File: src/rtl/microsequencer.sv
// microsequencer: next-address logic and micro-PC register for the
// microprogrammed control unit. It turns the per-cycle next-state action
// into the control-store address for the next cycle. It also provides
// memory-wait stalls with a handshake watchdog, a one-deep subroutine
// return register, and sticky fault reporting.
module microsequencer #(
  parameter int            AW        = 8,
  parameter logic [AW-1:0] TRAP_ADDR = 8'hFF,
  parameter int            TIMEOUT   = 16
) (
  input  logic          clk,
  input  logic          reset,
  input  logic [2:0]    ns_sel,
  input  logic          cond,
  input  logic [AW-1:0] ir_entry,
  input  logic          ir_valid,
  input  logic [AW-1:0] cr_target,
  input  logic          moc,
  output logic [AW-1:0] state,
  output logic [AW-1:0] next_state,
  output logic          stall,
  output logic [1:0]    fault,
  output logic          fault_pulse
);

  typedef enum logic [2:0] {
    NS_FETCH  = 3'd0,
    NS_INC    = 3'd1,
    NS_DECODE = 3'd2,
    NS_BRT    = 3'd3,
    NS_BRF    = 3'd4,
    NS_CALL   = 3'd5,
    NS_RET    = 3'd6,
    NS_WAIT   = 3'd7
  } ns_action_e;

  typedef enum logic [1:0] {
    FLT_NONE      = 2'd0,
    FLT_ILLEGAL   = 2'd1,
    FLT_UNDERFLOW = 2'd2,
    FLT_TIMEOUT   = 2'd3
  } fault_e;

  // The watchdog counter only has to reach TIMEOUT-1.
  localparam int            WCW   = (TIMEOUT > 2) ? $clog2(TIMEOUT) : 1;
  localparam logic [WCW-1:0] WLAST = WCW'(TIMEOUT - 1);

  logic [AW-1:0]  incr;
  logic [AW-1:0]  ret_reg, ret_reg_nxt;
  logic           ret_valid, ret_valid_nxt;
  logic [WCW-1:0] wcnt, wcnt_nxt;
  logic           fault_take;
  fault_e         fault_code;

  // Stall is informational: the datapath holds its register enables on it.
  assign stall = (ns_sel == NS_WAIT) && !moc;

  // Next-address selection, subroutine bookkeeping, watchdog and fault detection.
  always_comb begin
    // NOTE: every output of this block gets a default first, so that no
    // path through the case leaves a signal unassigned and infers a latch.
    incr          = state + AW'(1);
    next_state    = incr;
    ret_reg_nxt   = ret_reg;
    ret_valid_nxt = ret_valid;
    wcnt_nxt      = '0;
    fault_take    = 1'b0;
    fault_code    = FLT_NONE;

    case (ns_sel)
      NS_FETCH:  next_state = '0;
      NS_INC:    next_state = incr;
      NS_DECODE: begin
        if (ir_valid) begin
          next_state = ir_entry;
        end else begin
          fault_take = 1'b1;
          fault_code = FLT_ILLEGAL;
        end
      end
      NS_BRT:    next_state = cond ? cr_target : incr;
      NS_BRF:    next_state = cond ? incr : cr_target;
      NS_CALL: begin
        // Single-entry return stack: a nested CALL simply overwrites it.
        ret_reg_nxt   = incr;
        ret_valid_nxt = 1'b1;
        next_state    = cr_target;
      end
      NS_RET: begin
        if (ret_valid) begin
          next_state    = ret_reg;
          ret_valid_nxt = 1'b0;
        end else begin
          fault_take = 1'b1;
          fault_code = FLT_UNDERFLOW;
        end
      end
      NS_WAIT: begin
        // A completing handshake wins over an expiring watchdog.
        if (moc) begin
          next_state = incr;
        end else if (wcnt == WLAST) begin
          fault_take = 1'b1;
          fault_code = FLT_TIMEOUT;
        end else begin
          next_state = state;
          wcnt_nxt   = wcnt + WCW'(1);
        end
      end
      default:   next_state = incr;
    endcase

    if (fault_take) next_state = TRAP_ADDR;
  end

  // Micro-PC, return register, watchdog and fault state registers.
  always_ff @(posedge clk or posedge reset) begin
    if (reset) begin
      state       <= '0;
      ret_reg     <= '0;
      ret_valid   <= 1'b0;
      wcnt        <= '0;
      fault       <= 2'd0;
      fault_pulse <= 1'b0;
    end else begin
      // NOTE: non-blocking assignments keep every register in this block
      // reading the pre-edge values of the others, as real flops would.
      state       <= next_state;
      ret_reg     <= ret_reg_nxt;
      ret_valid   <= ret_valid_nxt;
      wcnt        <= wcnt_nxt;
      fault_pulse <= fault_take;
      // Only the first fault since reset is recorded.
      if (fault_take && (fault == 2'd0)) fault <= fault_code;
    end
  end

endmodule

File: config.mk
export PLATFORM = sky130hd
export DESIGN_NAME = microsequencer
export DESIGN_NICKNAME = d
export VERILOG_FILES = /design/src/rtl/microsequencer.sv
export SDC_FILE = /design/constraint.sdc
export NUM_CORES = 1
export LEC_CHECK = 0
export ABC_AREA = 1
export BUFFER_PORTS_ARGS = -buffer_cell sky130_fd_sc_hd__buf_2
export CORE_AREA = 2 2 78 65
export DETAILED_ROUTE_END_ITERATION = 7
export DIE_AREA = 0 0 80 67
export SYNTH_ARGS = -nofsm -noshare
export SYNTH_HDL_FRONTEND = slang
export SYNTH_SLANG_ARGS = --single-unit
export TNS_END_PERCENT = 1
File: constraint.sdc
create_clock -name clk -period 1.8 [get_ports clk]
set_clock_uncertainty 0.2 [all_clocks]
set_input_delay 0.45 -clock clk [delete_from_list [all_inputs] [get_ports clk]]
set_output_delay 0.45 -clock clk [all_outputs]
set_load 0.005 [all_outputs]
# Yosys cells after proc, flatten, opt, wreduce, memory -nomap -nowiden
# Index checks and enable logic that the tools add are counted.
classes:
  n_eq_ne: 8
  mux: 22
  n_reduce_logical: 6
  magnitude_cmp: 0
  bitwise: 0
  div: 0
  n_shift: 0
  multipliers: 0
  addsub: 2
op_table:
  columns: ["cell", "n"]
  rows:
  - ["case mux 8 bit (8 select lines)", 1]
  - ["2-to-1 mux 8 bit", 7]
  - ["equality test 3 bit (second input constant)", 4]
  - ["2-to-1 mux 4 bit", 3]
  - ["adder 8 x 1 -> 8 bit (second input constant)", 1]
  - ["equality test 3 x 2 -> 1 bit (second input constant)", 2]
  - ["2-to-1 mux 2 bit", 3]
  - ["case mux 2 bit (3 select lines)", 1]
  - ["2-to-1 mux 1 bit", 5]
  - ["adder 4 x 1 -> 4 bit (second input constant)", 1]
  - ["equality test 4 bit (second input constant)", 1]
  - ["equality test 3 x 1 -> 1 bit (second input constant)", 1]
  - ["logical NOT 3 bit", 1]
  - ["case mux 1 bit (3 select lines)", 1]
  - ["logical AND 1 bit", 2]
  - ["logical NOT 2 bit", 1]
  - ["case mux 1 bit (2 select lines)", 1]
  - ["nonzero test 2 bit", 1]
  - ["logical NOT 1 bit", 1]
totals:
  mem_bits_ro: 0
  output_inout_bits: 20
  input_bits: 24
  ram_bits: 0
  latch_bits: 0
  elab_cells: 44
  mem_count: 0
  ff_bits: 24

# Depth between registers and ports, before layout
# Gate-level depths: netlist (run 1).
logic_depth:
  ltp_word: 5
  depth_mapped: 9
  depth_no_buf: 8

# Least setup slack after synthesis (run 1)
# OpenSTA, ideal clock, no wires.
synth_path:
  path_type: "register -> output"
  from: "register wcnt[0]"
  to: "output next_state[5]"
  path_slack_ns: -0.127
  t_required_ns: 1.150
  path_buffers: 1
  arrival_time_ns: 1.277
  stages_incl_launch_ff: 9
  path_cell_list: "dfrtp_1 ha_1 nand3_1 buf_4 a21oi_2 nor2_2 nand2_1 nand2_1 nand3_1"
synth_between:
  elab_chain_cells: 5
  elab_cells_between_ends: 8
  cone_classes: "eq/ne (1); mux (7)"
synth_rtl:
  columns: ["element", "line", "text"]
  rows:
  - ["start, declared", "51", "logic [WCW-1:0] wcnt, wcnt_nxt;"]
  - ["start signal, assigned", "131", "wcnt <= wcnt_nxt;"]
  - ["equality test 4 bit *", "102", "end else if (wcnt == WLAST) begin"]
  - ["2-to-1 mux 8 bit / 2-to-1 mux 1 bit (equally long branches)", "102", null]
  - ["2-to-1 mux 8 bit / 2-to-1 mux 1 bit (equally long branches)", "100", "if (moc) begin"]
  - ["case mux 8 bit (8 select lines) / case mux 1 bit (3 select lines) (equally long branches)", "70", "case (ns_sel)"]
  - ["2-to-1 mux 8 bit *", "113", "if (fault_take) next_state = TRAP_ADDR;"]
  - ["end, declared", "20", "output logic [AW-1:0] next_state,"]
# Every way passes the cells marked *; elsewhere a longest branch is shown, timed or not.

# Worst setup path after layout (run 1)
layout_path:
  from: "register state[1]"
  to: "output next_state[1]"
layout_between:
  elab_chain_cells: 5
  elab_cells_between_ends: 9
  cone_classes: "add/sub (1); mux (8)"
layout_rtl:
  columns: ["element", "line", "text"]
  rows:
  - ["start, declared", "19", "output logic [AW-1:0] state,"]
  - ["start signal, assigned", "128", "state <= next_state;"]
  - ["adder 8 x 1 -> 8 bit *", "62", "incr = state + AW'(1);"]
  - ["net incr[1]", "48", "logic [AW-1:0] incr;"]
  - ["2-to-1 mux 8 bit", "102", null]
  - ["2-to-1 mux 8 bit", "100", null]
  - ["case mux 8 bit (8 select lines) *", "70", null]
  - ["2-to-1 mux 8 bit *", "113", null]
# The timed path passes the listed nets; every way through them passes the cells marked *.

==> flow_summary.toml, run 1 <==
[grt]
met1_usage = 0.236
top_usage_layer = "met2"
antenna_found_initial = 0
met3_usage = 0.0393
use_met2 = 0.319
overflow = 0
grt_max_degree = 25
grt_pass1_wl_microns = 7470
grt_use_total = 0.183
grt_pass1_vias = 1647

[route]
wl_per_cell_microns = 13.0
drcViolationCount = 0
vias = 1660
drt-initial-drc-count = 115
final_antenna_net_count = 0
first_pass_iters = 4
avgViaCountPerCell = 4.68
drt_wl_total_microns = 4610

[clocking]
cts_tree = "done"
cts-htree-levels = 1
cts.sinks = 24
cts_max_path_buffers = 2
holdBufCountCts = 0
cts_root_buf = "clkbuf_8"
insertion_delay_ps = 270
path_clk_slew_ps = 90
cts-buffers-inserted = 3

[yosys]
post_synth.cell_area_avg_sq_um = 7.40
synth_top_area_cell = "dfrtp_1"
synth-edff-count = 0
synthesis.nets = 237
synth.most_common_cell = "nand2_1"
synthTopCellsByArea = "dfrtp_1, nand2_1, nand3_1"
async_flop_share = 1.00
synth-seq-cells = 24
yosys.area_share.adder = 0.0160
yosys-top-cells-count = "nand2_1, nand3_1, dfrtp_1"
ys_seq_area_frac = 0.385
syn-instance-count = 211
ys_warn_count = 0
synth_top_family_by_area = "simple AND/OR/NAND/NOR gates"
synthSimpleGateAreaFrac = 0.436
synth_area_sq_um = 1560
synth_compound_area_frac = 0.0409
synth.distinct_cells = 28
ys.flop_type = "dfrtp_1"
synth_top_area_frac = 0.385
synth_xor_area_frac = 0.0280
synthMuxAreaShare = 0

[placed_design]
io_buffers = 43
hpwl_microns = 3510
gp_congestion = 0.839

[setup_path]
worst_ep_required_time_ps = 1150
reg2reg_from = "state[1]$_DFF_PP0_"
crit_chain = "ha_1, inv_2, o21ai_1, nand2_1, nand3_2, nor2_1, nand4_1, buf_2"
critPathMaxFanout = 3
cpMaxStageDelayCell = "dfrtp_1"
critPathLaunch = "state[1]$_DFF_PP0_"
cp.arrival_ps = 1670
critPathKind = "register to output pin"
max_stage_delay_ps = 390
crit_path_start_kind = "register"
end_kind = "output pin"

[die]
core-area_sq_um = 4510
rows = 22
die_w_microns = 80
io-pin-count = 44
initial_core_util = 0.346
die_area_sq_um = 5360
dieHeight_microns = 67

[timing]
post-route-period-util = 1.29
report.final.slew_viol_count = 0
hold_violations = 0
setup_viol = 10
timing.hold.ws_ps = 10.9
fin_ws_ps = -515
period_needed_ps = 2320
fmax_mhz = 432
tightest_slew_ps = 335
rsz0062_at_grt = "yes"
fin_setup_tns_ps = -3860
relSlewSlack = 0.777

[cells_and_area]
fin_util = 0.498
area_growth_pct = 44.1
nets = 323
num_antenna_cells = 0
drive_above_1_share = 0.403

[power_and_ir_drop]
p_total_w = 0.00168
leakagePower_nw = 1.26
seq_power_share = 0.418
internal_power_w = 0.00110
pwr-share-clk = 0.197
switchingPower_w = 0.000575
p_sw_frac = 0.343
powerDensity_nw_per_um2 = 745
peakVddDrop_v = 0.000342
comb_power_share = 0.385

[flow_run]
maxCapViolCount = 0

[outcome]
status = "finished, violations left"
violations = "negative setup slack"

[worst_hold_path]
hold_path_class = "input pin to async pin"
[area by class of cell]
class | count | area [sq um]
repair buffers | 87 | 561
multi-input cells | 155 | 872
clock buffers | 3 | 41.3
flip-flops and latches | 24 | 601
fillers | 464 | 2260
inverters | 26 | 100
well taps | 60 | 75.1
[worst max-delay path, delay by kind of cell, from the launching register on]
family,cells,cell delay [ps]
AND/OR/NAND/NOR,4,370
adder cells (fa/ha/maj),1,320
buffers and inverters,2,250
flip-flops,1,390
AO/OA/AOI/OAI,1,60
[path summary, 6_finish.rpt]
check / end / slack (ps) / depth (start not counted)
worst max-delay path: next_state[1] / -520 / 8
worst min-delay path: wcnt[2]$_DFF_PP0_ / 10 / 3
worst max register to register: state[1]$_DFF_PP0_ / -10 / 9
worst min register to register: fault[0]$_DFFE_PP0P_ / 280 / 2
max in group asynchronous: state[2]$_DFF_PP0_ / 1130 / 3
min in group clk: state[7]$_DFF_PP0_ / 280 / 5
[logic make-up after synthesis]
logic type                 count (synthesis)
DFF                                       24
and+or+nand+nor                          137
xor gates and xnor gates                   5
buffers and inverters                     32
AOI/OAI and AO/OA                         11
adders and majority gates                  2
[routing by layer]
layer | routed length (microns) | vias up
met1 | 2210 | 770
met5 | 0 | -
met3 | 181 | 4
met4 | 19 | 0
li1 | - | 856
met2 | 2190 | 30
[power by group through the flow]
stage,registers (W),clock network [W],logic (W)
finish,0.000701,0.000330,0.000644
global route,0.000714,0.000363,0.000715
CTS,0.000698,0.000339,0.000630
floorplan,0.000713,0,0.000273
detailed placement,0.000708,0,0.000609
global placement,0.000706,0,0.000604
[what timing repair did]
action	CTS	global route
resized for setup	9	8
pin swaps	4	2
endpoints found under the setup margin	9	10
setup buffers	1	0
[cells in the final DEF, fill, tap and decap left out, types with 2 or more instances in the layout]
cell,n
nand3_1,28
inv_1,20
dfrtp_1,24
nor2_4,4
clkbuf_8,3
xor2_1,2
a31oi_1,2
nor2_2,2
nand3_2,5
o21ai_0,3
nand3_4,2
nand2_1,57
buf_6,2
nand4_1,13
buf_2,40
xnor2_1,2
buf_4,45
inv_2,5
o21ai_1,2
nor2_1,19
nand2_2,4
[per-stage QoR]
step / instance area [sq um] / std cells / setup WS (ps)
finish: 2250 / 355 / -515
global route: 2250 / 355 / -641
CTS: 2210 / 355 / -542
detailed placement: 2130 / 351 / -475
global placement: 2130 / 351 / -494
floorplan: 1580 / 211 / -60.1
Power figures use the tool's default switching activity.
==> run 2: changes to the inputs <==
Settings changed: ABC_AREA 1 to default, CORE_AREA 2 2 78 65 to 2 2 74 62, DIE_AREA 0 0 80 67 to 0 0 76 64, RECOVER_POWER from default to 50.
==> run 2 against run 1 <==
  * The flow still finishes with violations (negative setup slack)
  * First-iteration DRC count is 57% lower
  * Fmax is 9.4% lower
  * Global-route usage is 1.9 points lower
==> flow_summary.toml, run 2 <==
[outcome]
status = "finished, violations left"
violations = "negative setup slack"

[die]
dieHeight_microns = 64
core-area_sq_um = 4070
die_w_microns = 76
die_area_sq_um = 4860
initial_core_util = 0.346
rows = 21
io-pin-count = 44

[setup_path]
cp.arrival_ps = 1900
cp_num_buf_inv = 1
worst_ep_required_time_ps = 1150
critPathKind = "register to output pin"
max_stage_delay_ps = 390
crit_path_start_kind = "register"
cp_top_family = "compound AO/OA/AOI/OAI gates"
end_kind = "output pin"
critPathMaxFanout = 4
cpMaxStageDelayCell = "dfrtp_1"
crit_chain = "ha_2, and3_4, o2111ai_4, nand4_4, a221o_1, buf_2"

[yosys]
synth_top_area_frac = 0.426
ys_seq_area_frac = 0.426
ys_warn_count = 0
async_flop_share = 1.00
syn-instance-count = 130
post_synth.cell_area_avg_sq_um = 10.8
synthTopCellsByArea = "dfrtp_1, o21ai_0, a221o_1"
ys.flop_type = "dfrtp_1"
yosys-top-cells-count = "dfrtp_1, o21ai_0, nand2_1"
synthesis.nets = 156
synth.most_common_cell = "dfrtp_1"
synth_area_sq_um = 1410
synth-seq-cells = 24
synth-edff-count = 0
synth_top_area_cell = "dfrtp_1"
synth.distinct_cells = 32

[route]
vias = 1297
drcViolationCount = 0
wl_per_cell_microns = 15.1
avgViaCountPerCell = 5.07
drt-initial-drc-count = 49
first_pass_iters = 4
final_antenna_net_count = 0
drt_wl_total_microns = 3870

[timing]
setup_viol = 11
fmax_mhz = 391
period_needed_ps = 2550
hold_violations = 0
relSlewSlack = 0.597
post-route-period-util = 1.42
report.final.slew_viol_count = 0
fin_setup_tns_ps = -6020
tightest_slew_ps = 604
fin_ws_ps = -754
rsz0062_at_grt = "yes"

[worst_hold_path]
hold_path_class = "input pin to async pin"

[cells_and_area]
nets = 227
final_cell_mix = "buf_2, buf_4, dfrtp_1"
design_area_sq_um = 1910
fin_util = 0.469
num_antenna_cells = 0
multi_input_area_sq_um = 723
area_growth_pct = 35.4
final_common_cell = "buf_2"
drive_above_1_share = 0.472
fill_cells = 390
regArea_sq_um = 601

[placed_design]
hpwl_microns = 3040
postPlaceCellArea_sq_um = 1850
io_buffers = 43
gp_congestion = 0.912

[clocking]
cts.sinks = 24
cts-buffers-inserted = 3
holdBufCountCts = 0
cts-htree-levels = 1
path_clk_slew_ps = 80
cts_max_path_buffers = 2
cts_tree = "done"
cts_root_buf = "clkbuf_8"
insertion_delay_ps = 270

[power_and_ir_drop]
peakVddDrop_v = 0.000343
powerDensity_nw_per_um2 = 826
leakagePower_nw = 0.944

[grt]
grt_max_degree = 25
grt_pass1_wl_microns = 6330
overflow = 0
grt_pass1_vias = 1330
top_usage_layer = "met2"
antenna_found_initial = 0
use_met2 = 0.286
met1_usage = 0.204
met3_usage = 0.0424
grt_use_total = 0.164

[flow_run]
maxCapViolCount = 0
run 2: changes by cell type after synthesis, sizes merged, moves of 7 or more:
cell / previous run / this run
o21ai: 6 / 19
nand3: 35 / 6
inv: 26 / 7
o22ai: 0 / 8
nand2: 61 / 10
nand4: 13 / 1
a221o: 0 / 8
nor2: 26 / 3
mux2: 0 / 7
run 2: metal layers:
layer  up-vias  routed length (microns)
li1        626                        -
met1       616                     1650
met2        47                     1880
met3         8                      288
met4         0                       60
met5         -                        0
run 2: report_power, final:
group	leakage, nW	internal [W]	switching, W
Clock	0.0216	0.000150	0.000169
Sequential	0.297	0.000645	0.0000662
Combinational	0.625	0.000300	0.000246
run 2: final timing paths:
| check | start | end | slack, ps | cells after the start |
|---|---|---|---|---|
| setup / recovery | wcnt[1]$_DFF_PP0_ | next_state[2] | -750 | 6 |
| hold / removal | reset | ret_reg[3]$_DFFE_PP0N_ | 120 | 3 |
| setup reg to reg | wcnt[1]$_DFF_PP0_ | state[1]$_DFF_PP0_ | -120 | 6 |
| hold reg to reg | fault[0]$_DFFE_PP0P_ | fault[1]$_DFFE_PP0P_ | 290 | 1 |
| max in group asynchronous | reset | state[7]$_DFF_PP0_ | 890 | 3 |
| min in group clk | cr_target[4] | state[4]$_DFF_PP0_ | 230 | 2 |
run 2: metrics by stage:
step / setup WS, ps / power, W / std cells / hold WS [ps]
global route: -800 / 0.00167 / 256 / 183
floorplan: -256 / 0.000989 / 130 / 242
detailed placement: -521 / 0.00125 / 252 / 285
CTS: -756 / 0.00158 / 256 / 18.1
finish: -754 / 0.00158 / 256 / 117
global placement: -488 / 0.00123 / 252 / 266
run 2: layout make-up:
| cell class | count | area share |
|---|---|---|
| multi-input cells | 92 | 0.379 |
| flip-flops and latches | 24 | 0.315 |
| repair buffers | 73 | 0.233 |
| well taps | 57 | 0.0374 |
| clock buffers | 3 | 0.0216 |
| inverters | 7 | 0.0138 |
run 2: cell families (layout without fill, tap and decap cells):
logic type / count (synthesis) / after routing / share of synthesized area
AND/OR/NAND/NOR: 33 / 33 / 0.163
buffers and inverters: 14 / 83 / 0.0631
multiplexers: 7 / 7 / 0.0560
adder cells (fa/ha/maj): 2 / 2 / 0.0178
flip-flops: 24 / 24 / 0.426
AO/OA/AOI/OAI: 42 / 42 / 0.224
XOR/XNOR: 8 / 8 / 0.0497
run 2: worst reg2reg max path: stages (launching register included):
cell	delay, ps
dfrtp_1	390
ha_2	200
and3_4	160
o2111ai_4	250
nand4_4	160
a221o_1	330
buf_4	130
run 2: timing repair:
action	4_1_cts	5_1_grt
setup endpoints to repair	14	17
gates resized for setup	2	8
buffers inserted	1	0
hold endpoints to repair	0	0
pin swaps	3	0
==> run 3: changes to the inputs <==
Settings changed: SETUP_SLACK_MARGIN from default to 0.05.
Clock period 1.8 ns to 2.25 ns, I/O delays scaled along.
==> run 3 against run 2 <==
  * The run still ends with negative setup slack left
  * Count of clock-buffer cells in the layout did not move
  * Clock power fell by 21%
  * Via count fell by 4.7%
  * Final cell count fell by 3.1%
  * Setup slack improved by 320 ps
  * Routed wire length fell by 5.4%
  * Largest power group unchanged
  * Design area fell by 3.5%
==> flow_summary.toml, run 3 (same netlist as run 2, synthesis figures left out) <==
[cells_and_area]
area_growth_pct = 30.7
nets = 219
drive_above_1_share = 0.440
num_antenna_cells = 0
final_cell_mix = "buf_2, dfrtp_1, buf_4"
final_common_cell = "buf_2"
fill_cells = 396

[timing]
report.final.slew_viol_count = 0
post-route-period-util = 1.19
setup_viol = 8
timing.hold.ws_ps = 292
tightest_slew_ps = 1300
fin_ws_ps = -438
period_needed_ps = 2690
hold_violations = 0
rsz0062_at_grt = "yes"
fin_setup_tns_ps = -3110
relSlewSlack = 0.136
fmax_mhz = 372

[setup_path]
cp.arrival_ps = 1930
critPathKind = "register to output pin"
crit_path_start_kind = "register"
end_kind = "output pin"
critPathMaxFanout = 4
worst_r2r_path_depth = 5
worst_ep_required_time_ps = 1490

[power_and_ir_drop]
peakVddDrop_v = 0.000297
leakagePower_nw = 0.906
powerDensity_nw_per_um2 = 652

[die]
rows = 21
die_area_sq_um = 4860
io-pin-count = 44
dieHeight_microns = 64
core-area_sq_um = 4070
die_w_microns = 76
initial_core_util = 0.346

[route]
vias = 1236
drcViolationCount = 0
drt-initial-drc-count = 93
avgViaCountPerCell = 4.98
final_antenna_net_count = 0
wl_per_cell_microns = 14.8
drt_wl_total_microns = 3660
first_pass_iters = 4

[grt]
grt_pass1_vias = 1304
antenna_found_initial = 0
overflow = 0
met1_usage = 0.225
grt_pass1_wl_microns = 6270
met3_usage = 0.0424
grt_max_degree = 25
use_met2 = 0.259
grt_use_total = 0.164
top_usage_layer = "met2"

[outcome]
violations = "negative setup slack"
status = "finished, violations left"

[clocking]
cts.sinks = 24
cts-buffers-inserted = 3
path_clk_slew_ps = 80
cts_root_buf = "clkbuf_8"
cts-htree-levels = 1
insertion_delay_ps = 270
cts_tree = "done"
cts_max_path_buffers = 2
holdBufCountCts = 0

[placed_design]
pre_cts_slack_ps = -298
io_buffers = 43
gp_congestion = 0.904
hpwl_microns = 2830

[flow_run]
maxCapViolCount = 0

[worst_hold_path]
hold_path_class = "register to register"
worstHoldPathCells = 1
run 3: what timing repair did:
action | CTS | global route
gates resized for setup | 1 | 5
buffers inserted | 2 | 0
pin swaps | 6 | 0
endpoints found under the setup margin | 8 | 8
run 3: worst max-delay path, cell delays in order, from the launching register on:
cell,delay [ps]
dfrtp_1,390
ha_2,190
and3_4,160
o2111ai_4,250
nand4_4,170
a221o_1,360
buf_2,130
run 3: path summary, 6_finish.rpt:
| path | start | slack (ps) | endpoint |
|---|---|---|---|
| setup / recovery | wcnt[0]$_DFF_PP0_ | -440 | next_state[4] |
| hold / removal | fault[0]$_DFFE_PP0P_ | 290 | fault[1]$_DFFE_PP0P_ |
| setup reg to reg | wcnt[0]$_DFF_PP0_ | 410 | state[4]$_DFF_PP0_ |
| hold reg to reg | fault[0]$_DFFE_PP0P_ | 290 | fault[1]$_DFFE_PP0P_ |
| max in group asynchronous | reset | 580 | state[3]$_DFF_PP0_ |
| min in group asynchronous | reset | 510 | state[5]$_DFF_PP0_ |
run 3: power breakdown:
| part | internal, W | leakage [nW] | switching [W] |
|---|---|---|---|
| Clock | 0.000120 | 0.0216 | 0.000131 |
| Sequential | 0.000516 | 0.297 | 0.0000522 |
| Combinational | 0.000200 | 0.587 | 0.000181 |
run 3: per-stage QoR:
| stage | power (W) | util | instance area [sq um] | std cells |
|---|---|---|---|---|
| floorplan | 0.000792 | - | 1420 | 130 |
| global placement | 0.000946 | 0.438 | 1790 | 243 |
| detailed placement | 0.000957 | 0.438 | 1790 | 243 |
| CTS | 0.00122 | 0.454 | 1850 | 248 |
| global route | 0.00128 | 0.452 | 1840 | 248 |
| finish | 0.00120 | 0.452 | 1840 | 248 |
run 3: layer usage:
layer / part of all wire / vias to the layer above / wire length, microns
met5: 0 / - / 0
met4: 0.012 / 0 / 44
met3: 0.043 / 6 / 159
met2: 0.45 / 30 / 1640
met1: 0.50 / 595 / 1810
li1: - / 605 / -
run 3: final cells by class:
cell class / instances / area [sq um] / area share
multi-input combinational: 92 / 729 / 0.396
sequential: 24 / 601 / 0.326
timing repair buffer: 65 / 373 / 0.202
tap: 57 / 71.3 / 0.0387
clock buffer: 3 / 41.3 / 0.0224
inverter: 7 / 26.3 / 0.0143
